[src/rtl/rob_tid_issuer_if.sv]
// ----------------------------------------------------------------------------
// rob_tid_issuer_if
// Handshake bundle between the AXI read-address source, the tID issuer and
// the tag-compare stage.
//   ar_*  : upstream read-address channel (valid/ready, id, addr)
//   req_* : stamped request to tag compare (valid/ready, tid, addr)
// Modports:
//   slave  : the issuer side (consumes ar_*, produces req_*)
//   master : the environment side (drives ar_*, accepts req_*)
// ----------------------------------------------------------------------------
interface rob_tid_issuer_if #(
    parameter int ADDR_WIDTH = 32,
    parameter int ID_WIDTH   = 4,
    parameter int TID_WIDTH  = 4
);
    logic                  ar_valid_i;
    logic                  ar_ready_o;
    logic [ID_WIDTH-1:0]   ar_id_i;
    logic [ADDR_WIDTH-1:0] ar_addr_i;

    logic                  req_valid_o;
    logic                  req_ready_i;
    logic [TID_WIDTH-1:0]  req_tid_o;
    logic [ADDR_WIDTH-1:0] req_addr_o;

    modport slave (
        input  ar_valid_i,
        output ar_ready_o,
        input  ar_id_i,
        input  ar_addr_i,
        output req_valid_o,
        input  req_ready_i,
        output req_tid_o,
        output req_addr_o
    );

    modport master (
        output ar_valid_i,
        input  ar_ready_o,
        output ar_id_i,
        output ar_addr_i,
        input  req_valid_o,
        output req_ready_i,
        input  req_tid_o,
        input  req_addr_o
    );
endinterface

[src/rtl/rob_tid_issuer.sv]
// ----------------------------------------------------------------------------
// rob_tid_issuer
// Front end of the reorder buffer. Stamps every accepted AXI read-address
// request with a sequential tID (same sequence as the ROB retirement
// counter), forwards it to tag compare, remembers the AXI ID per tID for the
// ROB's rid lookup, and caps the number of issued-but-unretired requests.
//
// Ports:
//   clk, rst_n      clock, asynchronous active-low reset
//   bus (slave)     ar_* request intake, req_* stamped request output
//   retire_i        one pulse per ROB retirement
//   lookup_tid_i    tID to translate back to an AXI ID
//   lookup_id_o     combinational ID table read
//   outstanding_o   issued-unretired count
//   idle_o          no request held and nothing outstanding
//   err_o           sticky: retire seen with nothing outstanding
//
// State  | meaning
// -------+------------------------------------------------------------
// S_IDLE | no stamped request held
// S_HOLD | req_valid_o high; req_tid_o/req_addr_o frozen until req_ready_i
// ----------------------------------------------------------------------------
`ifndef AXI_ADDR_WIDTH
`define AXI_ADDR_WIDTH 32
`endif
`ifndef AXI_ID_WIDTH
`define AXI_ID_WIDTH 4
`endif
`ifndef TID_WIDTH
`define TID_WIDTH 4
`endif
`ifndef FIFO_SIZE
`define FIFO_SIZE 4
`endif

module rob_tid_issuer #(
    parameter int ADDR_WIDTH      = `AXI_ADDR_WIDTH,
    parameter int ID_WIDTH        = `AXI_ID_WIDTH,
    parameter int TID_WIDTH       = `TID_WIDTH,
    parameter int MAX_OUTSTANDING = `FIFO_SIZE,
    localparam int OUT_W          = $clog2(MAX_OUTSTANDING + 1)
) (
    input  logic                  clk,
    input  logic                  rst_n,
    rob_tid_issuer_if.slave       bus,
    input  logic                  retire_i,
    input  logic [TID_WIDTH-1:0]  lookup_tid_i,
    output logic [ID_WIDTH-1:0]   lookup_id_o,
    output logic [OUT_W-1:0]      outstanding_o,
    output logic                  idle_o,
    output logic                  err_o
);

    typedef enum logic {
        S_IDLE = 1'b0,
        S_HOLD = 1'b1
    } state_t;

    localparam int                TBL_DEPTH = 2 ** TID_WIDTH;
    localparam logic [OUT_W-1:0]  MAX_CNT   = OUT_W'(MAX_OUTSTANDING);

    state_t                  state, state_n;
    logic [TID_WIDTH-1:0]    next_tid;
    logic [OUT_W-1:0]        outstanding;
    logic [TID_WIDTH-1:0]    req_tid;
    logic [ADDR_WIDTH-1:0]   req_addr;
    logic                    err;
    logic [ID_WIDTH-1:0]     id_table [TBL_DEPTH];

    logic                    ar_ready;
    logic                    accept;
    logic                    retire_ok;

    // Ready looks only at the registered count, so a retire at the limit
    // frees a slot one cycle later rather than through a comb path.
    assign ar_ready  = (outstanding < MAX_CNT) &&
                       ((state == S_IDLE) || bus.req_ready_i);
    assign accept    = bus.ar_valid_i && ar_ready;
    assign retire_ok = retire_i && (outstanding != '0);

    always_ff @(posedge clk or negedge rst_n) begin
        if (!rst_n) begin
            state <= S_IDLE;
        end else begin
            state <= state_n;
        end
    end

    always_comb begin
        state_n = state;
        case (state)
            S_IDLE: begin
                if (accept) begin
                    state_n = S_HOLD;
                end
            end
            S_HOLD: begin
                if (bus.req_ready_i && !accept) begin
                    state_n = S_IDLE;
                end
            end
            default: state_n = S_IDLE;
        endcase
    end

    // tID 1 first, to line up with the ROB's retirement counter after reset.
    always_ff @(posedge clk or negedge rst_n) begin
        if (!rst_n) begin
            next_tid <= TID_WIDTH'(1);
            req_tid  <= '0;
            req_addr <= '0;
        end else if (accept) begin
            next_tid <= next_tid + TID_WIDTH'(1);
            req_tid  <= next_tid;
            req_addr <= bus.ar_addr_i;
        end
    end

    always_ff @(posedge clk or negedge rst_n) begin
        if (!rst_n) begin
            for (int i = 0; i < TBL_DEPTH; i++) begin
                id_table[i] <= '0;
            end
        end else if (accept) begin
            id_table[next_tid] <= bus.ar_id_i;
        end
    end

    always_ff @(posedge clk or negedge rst_n) begin
        if (!rst_n) begin
            outstanding <= '0;
        end else if (accept && !retire_ok) begin
            outstanding <= outstanding + OUT_W'(1);
        end else if (!accept && retire_ok) begin
            outstanding <= outstanding - OUT_W'(1);
        end
    end

    always_ff @(posedge clk or negedge rst_n) begin
        if (!rst_n) begin
            err <= 1'b0;
        end else if (retire_i && (outstanding == '0)) begin
            err <= 1'b1;
        end
    end

    assign bus.ar_ready_o  = ar_ready;
    assign bus.req_valid_o = (state == S_HOLD);
    assign bus.req_tid_o   = req_tid;
    assign bus.req_addr_o  = req_addr;

    assign lookup_id_o     = id_table[lookup_tid_i];
    assign outstanding_o   = outstanding;
    assign idle_o          = (state == S_IDLE) && (outstanding == '0);
    assign err_o           = err;

endmodule

[src/flat_wrapper.sv]
// flat-port wrapper written by rule: the top's interface ports become plain ports
module rob_tid_issuer_flat 
#(
    parameter int ADDR_WIDTH      = `AXI_ADDR_WIDTH,
    parameter int ID_WIDTH        = `AXI_ID_WIDTH,
    parameter int TID_WIDTH       = `TID_WIDTH,
    parameter int MAX_OUTSTANDING = `FIFO_SIZE,
    localparam int OUT_W          = $clog2(MAX_OUTSTANDING + 1)
)
  (clk, rst_n, retire_i, lookup_tid_i, lookup_id_o, outstanding_o, idle_o, err_o, bus_ar_valid_i, bus_ar_ready_o, bus_ar_id_i, bus_ar_addr_i, bus_req_valid_o, bus_req_ready_i, bus_req_tid_o, bus_req_addr_o);
  rob_tid_issuer_if #(.ADDR_WIDTH(ADDR_WIDTH), .ID_WIDTH(ID_WIDTH), .TID_WIDTH(TID_WIDTH)) bus_i ();
  input  logic clk;
  input  logic rst_n;
  input  logic retire_i;
  input  logic [TID_WIDTH-1:0] lookup_tid_i;
  output logic [ID_WIDTH-1:0] lookup_id_o;
  output logic [OUT_W-1:0] outstanding_o;
  output logic idle_o;
  output logic err_o;
  input wire logic [$bits(bus_i.ar_valid_i)-1:0] bus_ar_valid_i;
  output wire logic [$bits(bus_i.ar_ready_o)-1:0] bus_ar_ready_o;
  input wire logic [$bits(bus_i.ar_id_i)-1:0] bus_ar_id_i;
  input wire logic [$bits(bus_i.ar_addr_i)-1:0] bus_ar_addr_i;
  output wire logic [$bits(bus_i.req_valid_o)-1:0] bus_req_valid_o;
  input wire logic [$bits(bus_i.req_ready_i)-1:0] bus_req_ready_i;
  output wire logic [$bits(bus_i.req_tid_o)-1:0] bus_req_tid_o;
  output wire logic [$bits(bus_i.req_addr_o)-1:0] bus_req_addr_o;
  assign bus_i.ar_valid_i = bus_ar_valid_i;
  assign bus_ar_ready_o = bus_i.ar_ready_o;
  assign bus_i.ar_id_i = bus_ar_id_i;
  assign bus_i.ar_addr_i = bus_ar_addr_i;
  assign bus_req_valid_o = bus_i.req_valid_o;
  assign bus_i.req_ready_i = bus_req_ready_i;
  assign bus_req_tid_o = bus_i.req_tid_o;
  assign bus_req_addr_o = bus_i.req_addr_o;
  rob_tid_issuer #(.ADDR_WIDTH(ADDR_WIDTH), .ID_WIDTH(ID_WIDTH), .TID_WIDTH(TID_WIDTH), .MAX_OUTSTANDING(MAX_OUTSTANDING)) u_core (.clk(clk), .rst_n(rst_n), .bus(bus_i), .retire_i(retire_i), .lookup_tid_i(lookup_tid_i), .lookup_id_o(lookup_id_o), .outstanding_o(outstanding_o), .idle_o(idle_o), .err_o(err_o));
endmodule
[config.mk]
export PLATFORM = sky130hd
export DESIGN_NAME = rob_tid_issuer_flat
export DESIGN_NICKNAME = d
export VERILOG_FILES = /design/src/rtl/rob_tid_issuer_if.sv /design/src/rtl/rob_tid_issuer.sv /design/src/flat_wrapper.sv
export SDC_FILE = /design/constraint.sdc
export NUM_CORES = 1
export LEC_CHECK = 0
export CAP_MARGIN = 20
export CELL_PAD_IN_SITES_DETAIL_PLACEMENT = 1
export CELL_PAD_IN_SITES_GLOBAL_PLACEMENT = 2
export CORE_MARGIN = 3
export CORE_UTILIZATION = 39
export CTS_CLUSTER_SIZE = 28
export DETAILED_ROUTE_END_ITERATION = 10
export PLACE_DENSITY_LB_ADDON = 0.1
export SLEW_MARGIN = 15
export SYNTH_ARGS = -nofsm -noshare
export SYNTH_HDL_FRONTEND = slang
export SYNTH_SLANG_ARGS = --single-unit
[constraint.sdc]
create_clock -name clk -period 6.5 [get_ports clk]
set_input_delay 1.95 -clock clk [delete_from_list [all_inputs] [get_ports clk]]
set_output_delay 1.95 -clock clk [all_outputs]
set_load 0.02 [all_outputs]
# ---- Word level (Yosys, flattened, before mapping)
# Index checks and enable logic that the tools add are counted.
dict set report totals {
  word_cells 58
  reg_bits 109
  inputBits 45
}
dict set report classes {
  mux 11
  order_cmp 4
  n_addsub 3
  reduce_logical 15
  bitwise 3
}
# operator n
set op_table {}
lappend op_table {{bitwise mux 64 bit} 1}
lappend op_table {{binary-select mux 4 bit (select 4 bit)} 1}
lappend op_table {{demux 4 bit (select 4 bit)} 1}
lappend op_table {{two-way mux 4 bit} 3}
lappend op_table {{>= comparator 5 bit (second input constant)} 2}
lappend op_table {{inverter 4 -> 5 bit} 2}
lappend op_table {{logical AND 1 bit} 9}
lappend op_table {{two-way mux 3 bit} 2}
lappend op_table {{< comparator 5 x 1 -> 1 bit (second input constant)} 1}
lappend op_table {{adder 4 x 1 -> 4 bit (second input constant)} 1}
lappend op_table {{adder 3 x 1 -> 3 bit (second input constant)} 1}
lappend op_table {{zero test 3 bit} 1}
lappend op_table {{< comparator 3 bit (second input constant)} 1}
lappend op_table {{nonzero test 3 bit} 1}
lappend op_table {{subtractor 3 x 1 -> 3 bit (second input constant)} 1}
lappend op_table {{zero test 1 bit} 2}
lappend op_table {{two-way mux 1 bit} 2}
lappend op_table {{one-hot mux 1 bit (2 select lines)} 1}
lappend op_table {{nonzero test 2 bit} 1}
lappend op_table {{logical OR 1 bit} 1}
lappend op_table {{inverter 1 bit} 1}

# ---- Logic depth before layout (Yosys ltp)
# Gate-level depths: netlist of the first run.
dict set report logic_depth {
  depth_word 8
  ltp_mapped 11
  mapped_depth_nobuf 8
}

# ---- Worst setup path before layout of the first run
# Ideal clock, no wire load.
dict set report synth_timing {
  path_kind {input-to-output}
  from {input port lookup_tid_i[0]}
  to {output port lookup_id_o[1]}
  required_ns 4.550
  setup_slack_ns 1.411
  cell_stages 5
  arrival_time_ns 3.139
  path_cell_list {buf_6 buf_4 mux4_2 a22oi_1 nand3_1}
}
dict set report synth_between {
  elab_chain_cells 4
}
# item line
set synth_rtl {}
lappend synth_rtl {{from (decl)} flat_wrapper.sv:15} ;# input logic [TID_WIDTH-1:0] lookup_tid_i;
lappend synth_rtl {{inverter 4 -> 5 bit (not written as such)} rob_tid_issuer.sv:152} ;# assign lookup_id_o = id_table[lookup_tid_i];
lappend synth_rtl {{binary-select mux 4 bit (select 4 bit)} rob_tid_issuer.sv:152}
lappend synth_rtl {{two-way mux 4 bit (not written as such) (2 in series)} rob_tid_issuer.sv:152}
lappend synth_rtl {{to (decl)} flat_wrapper.sv:16} ;# output logic [ID_WIDTH-1:0] lookup_id_o;
# No other way between the ends. The select of a mux whose other input is x is not followed.

# ---- Final worst setup path of the first run
# Same ends and word-level chain as after synthesis.

==> results.toml, run 1 <==
[finish]
layout_common_cells = "dfrtp_1 (108), clkdlybuf4s50_1 (90), mux2_2 (89)"
area_growth_pct = 26.19
layout_commonest_cell = "dfrtp_1"
final_layout_size_suffix_gt1_share_pct = 34.74
nNetsFinal = 450
postLayoutCoreUtil_pct = 50.96
num_antenna_cells = 0

[clocking]
clock_latency_ns = 0.35
root_buffer = "clkbuf_16"
clock_path_buffers = 2
htreeDepth = 3
cts_resized = 0
cts.sinks = 109
cts_tree = "done"
post-cts-setup-buffers = 0
cts_buffers = 9
hold_buffers = 0
cts.clk_slew.worst_paths_ns = 0.06

[synthesis]
post_synth.cell_area_avg_sq_um = 15.30
netlist.area_leader.share_pct = 55.03
muxShareOfSynthArea_pct = 31.41
synth_area_leader_cell = "dfrtp_1"
ys_ff_latch = 109
ys_warn_count = 0
syn_nets = 372
ys_types = 32
synthesis.area_sq_um = 4911
synth_edf_count = 0
netlist_instances = 321
synth-async-reset-ratio_pct = 100.0
synth_top_family_by_area = "multiplexers"
synth_area_leaders = "dfrtp_1 (55%), mux2_2 (20%), mux4_2 (7.3%)"
synth_compound_area_share_pct = 0.8662
synth_ff_type = "dfrtp_1"
synth-xor-area-share_pct = 1.070
yosys.area_share.simple_pct = 5.656
synth_fa_ha_area_share_pct = 1.682
synth-seq-area-share_pct = 55.57

[place]
portBuffers = 91
routabilityCongestion = 0.7806
pre_cts_slack_ns = 0.4271
dp_hpwl_um = 7495

[drt]
vias_per_cell = 5.091
drtIter0Drc = 131
wire_per_inst_um = 18.82
wirelength_um = 10750
vias = 2907
drc_errors = 0
postRouteAntennaNets = 0
dr.pass1.iters = 4

[timing]
max_slew_margin_pct = 40.95
hold_ws_ns = 0.4668
hold_violations = 0
fin_ws_ns = 0.4490
min_period_over_period_pct = 93.09
tns_ns = 0
min_period_ns = 6.051
max_freq_mhz = 165.3
rsz0062_at_grt = "no"
slew_violations = 0
tightest_slew_ns = 0.8858
setup_viol = 0
skew_ns = 0.004772

[power]
powerDensity_nw_per_um2 = 453.6
p_leak_nw = 2.689
ir_drop_mv = 0.2393

[floorplanning]
start_util_pct = 40.38
die_area_sq_um = 13970
core_area_sq_um = 12160
die_y_um = 118.2
io_pins = 92
die_w_um = 118.2
row_count = 40

[run]
maxCapViolCount = 0

[grt]
grt_pass1_vias = 3258
grtUsageTotal_pct = 16.26
grt_max_degree = 70
antenna_found_initial = 0
grt_pass1_wl_um = 17840
grt-ovfl-total = 0

[worst_setup_path]
path_max_fanout = 16
rr_endpoint = "u_core.outstanding_o[2]"
cp.required_ns = 4.55
reg2reg_depth = 7
critPathKind = "in2out"
rrSetupSlack_ns = 3.97
cp-end-kind = "primary output"
rr_startpoint = "u_core.outstanding_o[2]"
cp-start-kind = "input pin"
cp_data_arrival_time_ns = 4.10

[min_path]
min_to = "u_core.err_o"
holdPathStages = 1
hold_class = "reg2reg"
holdCritStartpoint = "u_core.err_o"

[status]
status = "finished clean"
-- registers in the layout (all words and copies together) (netlist names) --
name                    cells
u_core.bus.req_valid_o      1
u_core.outstanding_o        3
u_core.bus.req_addr_o      32
u_core.err_o                1
u_core.id_table            64
u_core.next_tid             4
u_core.bus.req_tid_o        4
-- critical path, cell delays in order --
cell and delay (ns):
clkdlybuf4s50_1 0.50, buf_12 0.19, mux4_2 0.51, a22oi_1 0.26, nand3_1 0.13, clkdlybuf4s50_1 0.55
-- logic make-up (layout without fill, tap and decap cells) --
family | after synthesis | after routing
AOI/OAI and AO/OA | 6 | 6
DFF | 109 | 109
muxes | 117 | 117
xor gates and xnor gates | 6 | 6
adders and majority gates | 6 | 6
and+or+nand+nor | 45 | 45
buffers and inverters | 32 | 114
-- worst max path at each step --
stage	cells after the start	end	slack, ns	startpoint
finish	6	lookup_id_o[1]	0.45	lookup_tid_i[0]
global route	6	lookup_id_o[1]	0.36	lookup_tid_i[0]
CTS	6	lookup_id_o[3]	0.43	lookup_tid_i[0]
detailed placement	6	lookup_id_o[3]	0.43	lookup_tid_i[0]
global placement	6	lookup_id_o[3]	0.43	lookup_tid_i[0]
floorplan	5	lookup_id_o[1]	1.41	lookup_tid_i[0]
-- stage by stage --
step	instance area [sq um]	std cells	total power (W)
CTS	6197	571	0.002861
floorplan	4911	321	0.001826
global placement	5903	556	0.002256
detailed placement	5903	556	0.002287
finish	6197	571	0.002811
global route	6197	571	0.002997
-- layer usage --
layer  part of all wire (%)  routed length (um)  track usage, %  vias up
met5                      0                   0               0        -
met4                    1.0                 111           4.103        0
met3                    7.7                 828           7.512        9
met2                     47                5056           25.15       83
met1                     44                4748           20.80     1515
li1                       -                   -               -     1300
-- where the power goes --
group	switching [W]	internal [W]
logic	0.000471	0.000629
clock network	0.000232	0.000318
registers	0.000187	0.000973
-- area by class of cell --
| cell class | instances | area, sq um |
|---|---|---|
| Fill cell | 1202 | 5964 |
| Sequential cell | 109 | 2729 |
| Multi-Input combinational cell | 180 | 1998 |
| Timing Repair Buffer | 95 | 950.9 |
| Clock buffer | 14 | 264.0 |
| Tap cell | 168 | 210.2 |
| Clock inverter | 1 | 30.03 |
| Inverter | 4 | 15.01 |
-- cells in the mapped netlist (2+ instances only) --
library cell	number
dfrtp_1	108
mux2_2	89
mux4_2	16
and3_1	12
mux2_4	12
clkbuf_1	11
buf_2	9
nand3_1	8
nand2_1	7
ha_1	5
a22oi_1	4
buf_6	4
inv_1	4
nor2b_1	4
xnor2_1	4
and4_4	3
buf_4	3
nor2_1	3
xor2_1	2
No activity file was read; power rests on OpenSTA's default activity.
==> run 2, diff against run 1 <==
Settings changed: CORE_UTILIZATION 39 to 37.
Clock period 6.5 ns to 6 ns, I/O delays scaled along.
==> results.toml, run 2 (synthesized netlist as in run 1, its figures left out) <==
[timing]
max_slew_margin_pct = 38.31
fin_ws_ns = 0.1951
slew_violations = 0
skew_ns = 0.007159
hold_violations = 0
setup_viol = 0
max_freq_mhz = 172.3
min_period_over_period_pct = 96.75
tns_ns = 0
tightest_slew_ns = 0.9254
rsz0062_at_grt = "no"
min_period_ns = 5.805

[worst_setup_path]
cp-start-kind = "input pin"
crit_slowest_cell = "clkdlybuf4s50_1"
cp.required_ns = 4.20
critPathKind = "in2out"
cpPeakStageDelay_ns = 0.56
path_common_cell = "clkdlybuf4s50_1"
path_max_fanout = 16
cp_data_arrival_time_ns = 4.00
crit_chain = "clkdlybuf4s50_1 > buf_12 > mux4_2 > a22oi_1 > nand3_1 > clkdlybuf4s50_1"
cp-end-kind = "primary output"

[grt]
grt_max_degree = 72
antenna_found_initial = 0
grt-ovfl-total = 0
grt_pass1_vias = 3237
grtUsageTotal_pct = 16.01
grt_pass1_wl_um = 17970

[power]
powerDensity_nw_per_um2 = 497.1
ir_drop_mv = 0.2086
p_leak_nw = 2.703
finalPower_w = 0.003096

[clocking]
htreeDepth = 3
cts.sinks = 109
clock_path_buffers = 2
cts_buffers = 9
cts_resized = 0
cts.clk_slew.worst_paths_ns = 0.06
hold_buffers = 0
root_buffer = "clkbuf_16"
post-cts-setup-buffers = 0
clock_latency_ns = 0.35
cts_tree = "done"

[finish]
layout_commonest_cell = "dfrtp_1"
num_antenna_cells = 0
layout_common_cells = "dfrtp_1 (108), clkdlybuf4s50_1 (90), mux2_2 (89)"
area_growth_pct = 26.80
final_layout_size_suffix_gt1_share_pct = 35.24
nNetsFinal = 449
fill_cells = 1262
largest_reg_flops = 64
top_register = "u_core.id_table"

[floorplanning]
start_util_pct = 38.45
io_pins = 92
row_count = 41
die_w_um = 121.2
die_area_sq_um = 14690
core_area_sq_um = 12770
die_y_um = 121.2

[drt]
postRouteAntennaNets = 0
drtIter0Drc = 96
vias_per_cell = 4.969
wire_per_inst_um = 18.87
drc_errors = 0
vias = 2857
wirelength_um = 10850
dr.pass1.iters = 4

[place]
portBuffers = 91
pre_cts_slack_ns = 0.1741
routabilityCongestion = 0.7612
dp_hpwl_um = 7702

[run]
maxCapViolCount = 0

[status]
status = "finished clean"

[min_path]
hold_class = "reg2reg"
-- run 2: cell count changes in the layout (fill, tap and decap cells not counted) --
cell       before  now
clkbuf_1        3    1
bufinv_16       1    2
clkinv_2        0    2
buf_4           4    3
-- run 2: metal layers --
layer  vias to the layer above  global-route usage (%)  wire length, um
met5                         -                       0                0
met4                         0                   4.202              111
met3                         7                   7.739              922
met2                        77                   24.66             5004
met1                      1469                   20.31             4811
li1                       1304                       -                -
-- run 2: final cells by class --
type | instances | area [sq um] | area share, %
flip-flops and latches | 109 | 2729 | 43.82
multi-input cells | 180 | 1998 | 32.09
repair buffers | 94 | 943.4 | 15.15
clock buffers | 12 | 256.5 | 4.119
well taps | 172 | 215.2 | 3.456
clock inverters | 4 | 70.07 | 1.125
inverters | 4 | 15.01 | 0.2411
-- run 2: final timing paths --
kind	cells past startpoint	to	slack [ns]	startpoint
worst max-delay path	6	lookup_id_o[3]	0.20	lookup_tid_i[0]
worst min-delay path	1	u_core.err_o	0.46	u_core.err_o
worst max register to register	7	u_core.outstanding_o[2]	3.42	u_core.outstanding_o[2]
worst min register to register	1	u_core.err_o	0.46	u_core.err_o
max in group asynchronous	2	u_core.next_tid[0]	3.33	rst_n
min in group asynchronous	1	u_core.id_table[11]	1.58	rst_n
-- run 2: per-stage QoR --
step           instances  instance area, sq um  hold WS (ns)  utilization [%]
3_5_place_dp         559                  5901        0.4475            46.19
6_report             575                  6227        0.4584            48.75
4_1_cts              575                  6227        0.4670            48.75
5_1_grt              575                  6227        0.4978            48.75
3_3_place_gp         559                  5901        0.4437            46.19
2_1_floorplan        321                  4911        0.4751                -
-- run 2: power by group --
group	total (W)	switching [W]	internal, W	leakage [nW]
clock network	0.000642	0.000254	0.000387	0.163
logic	0.00119	0.000510	0.000680	1.18
registers	0.00126	0.000209	0.00105	1.37
-- run 2: critical path, delay by kind of cell --
family / cells / cell delay (ns)
buf+inv: 3 / 1.25
compound gates: 1 / 0.32
mux: 1 / 0.52
simple gates: 1 / 0.11
==> run 3, diff against run 2 <==
Settings changed: REMOVE_ABC_BUFFERS set to 1.
==> results.toml, run 3 (synthesized netlist as in run 1, its figures left out) <==
[clocking]
cts.sinks = 109
htreeDepth = 3
hold_buffers = 0
cts_resized = 0
cts_buffers = 9
root_buffer = "clkbuf_16"
clock_latency_ns = 0.35
cts.clk_slew.worst_paths_ns = 0.06
clock_path_buffers = 2
post-cts-setup-buffers = 0
cts_tree = "done"

[grt]
grt_pass1_vias = 3263
antenna_found_initial = 0
grt_pass1_wl_um = 18340
grt-ovfl-total = 0
grtUsageTotal_pct = 16.35
grt_max_degree = 79

[floorplanning]
start_util_pct = 38.45
core_area_sq_um = 12770
die_y_um = 121.2
die_area_sq_um = 14690
io_pins = 92
row_count = 41
die_w_um = 121.2

[worst_setup_path]
cp_data_arrival_time_ns = 3.92
cp.required_ns = 4.20
cp-end-kind = "primary output"
cp-start-kind = "input pin"
path_max_fanout = 16
critPathKind = "in2out"

[min_path]
hold_class = "reg2reg"

[drt]
drc_errors = 0
wirelength_um = 11010
postRouteAntennaNets = 0
vias = 2886
dr.pass1.iters = 4
vias_per_cell = 5.002
wire_per_inst_um = 19.09
drtIter0Drc = 131

[timing]
max_freq_mhz = 174.7
max_slew_margin_pct = 53.72
tightest_slew_ns = 0.6921
rsz0062_at_grt = "no"
setup_viol = 0
min_period_over_period_pct = 95.38
hold_violations = 0
slew_violations = 0
hold_ws_ns = 0.4574
skew_ns = 0.007487
tns_ns = 0
fin_ws_ns = 0.2770
min_period_ns = 5.723

[finish]
layout_commonest_cell = "dfrtp_1"
layout_common_cells = "dfrtp_1 (108), clkdlybuf4s50_1 (90), mux2_2 (89)"
final_layout_size_suffix_gt1_share_pct = 35.31
top_register = "u_core.id_table"
nNetsFinal = 451
fill_cells = 1266
postLayoutCoreUtil_pct = 48.65
num_antenna_cells = 0
largest_reg_flops = 64
area_growth_pct = 26.55

[power]
powerDensity_nw_per_um2 = 487.3
p_leak_nw = 2.699
ir_drop_mv = 0.2296

[place]
dp_hpwl_um = 7795
routabilityCongestion = 0.7604
pre_cts_slack_ns = 0.2581
portBuffers = 91

[status]
status = "finished clean"

[run]
maxCapViolCount = 0
[run 3: changes by cell type in the layout (fill, tap and decap cells not counted)]
cell / before / now
buf_4: 3 / 4
clkbuf_1: 1 / 2
buf_16: 0 / 1
inv_6: 0 / 1
bufinv_16: 2 / 0
[run 3: final cells by class]
type	count	area [sq um]	share of cell area (%)
sequential	109	2729	43.91
clock inverter	3	18.77	0.3020
tap	172	215.2	3.463
timing repair buffer	96	978.4	15.74
clock buffer	13	260.3	4.188
multi-input combinational	180	1998	32.15
inverter	4	15.01	0.2416
[run 3: power breakdown]
group          switching, W  internal (W)  total (W)
logic              0.000510      0.000684    0.00119
clock network      0.000260      0.000305   0.000566
registers          0.000214       0.00105    0.00127
total              0.000985       0.00204    0.00303
[run 3: path summary, 6_finish.rpt]
kind / from / endpoint / slack [ns] / cells past startpoint
max: lookup_tid_i[0] / lookup_id_o[3] / 0.28 / 6
min reg2reg: u_core.err_o / u_core.err_o / 0.46 / 1
min in group asynchronous: rst_n / u_core.bus.req_addr_o[5] / 1.33 / 1
max in group asynchronous: rst_n / u_core.err_o / 3.63 / 3
min: u_core.err_o / u_core.err_o / 0.46 / 1
max reg2reg: u_core.outstanding_o[2] / u_core.id_table[28] / 3.74 / 4
[run 3: layer usage]
metal	GRT usage, %	share of wire [%]
met5	0	0
met1	21.04	43
met4	4.202	1.3
met2	26.40	49
met3	5.874	6.1
[run 3: metrics by stage]
stage          instances  power (W)  instance area, sq um
3_5_place_dp         560   0.002495                  5908
5_1_grt              577   0.003227                  6215
6_report             577   0.003028                  6215
3_3_place_gp         560   0.002463                  5908
2_1_floorplan        293   0.001937                  4742
4_1_cts              576   0.003081                  6187
[run 3: worst max-delay path, stage by stage]
cell,delay [ns]
clkdlybuf4s50_1,0.51
buf_12,0.19
mux4_2,0.52
a22oi_1,0.25
nand3_1,0.11
clkdlybuf4s50_1,0.55
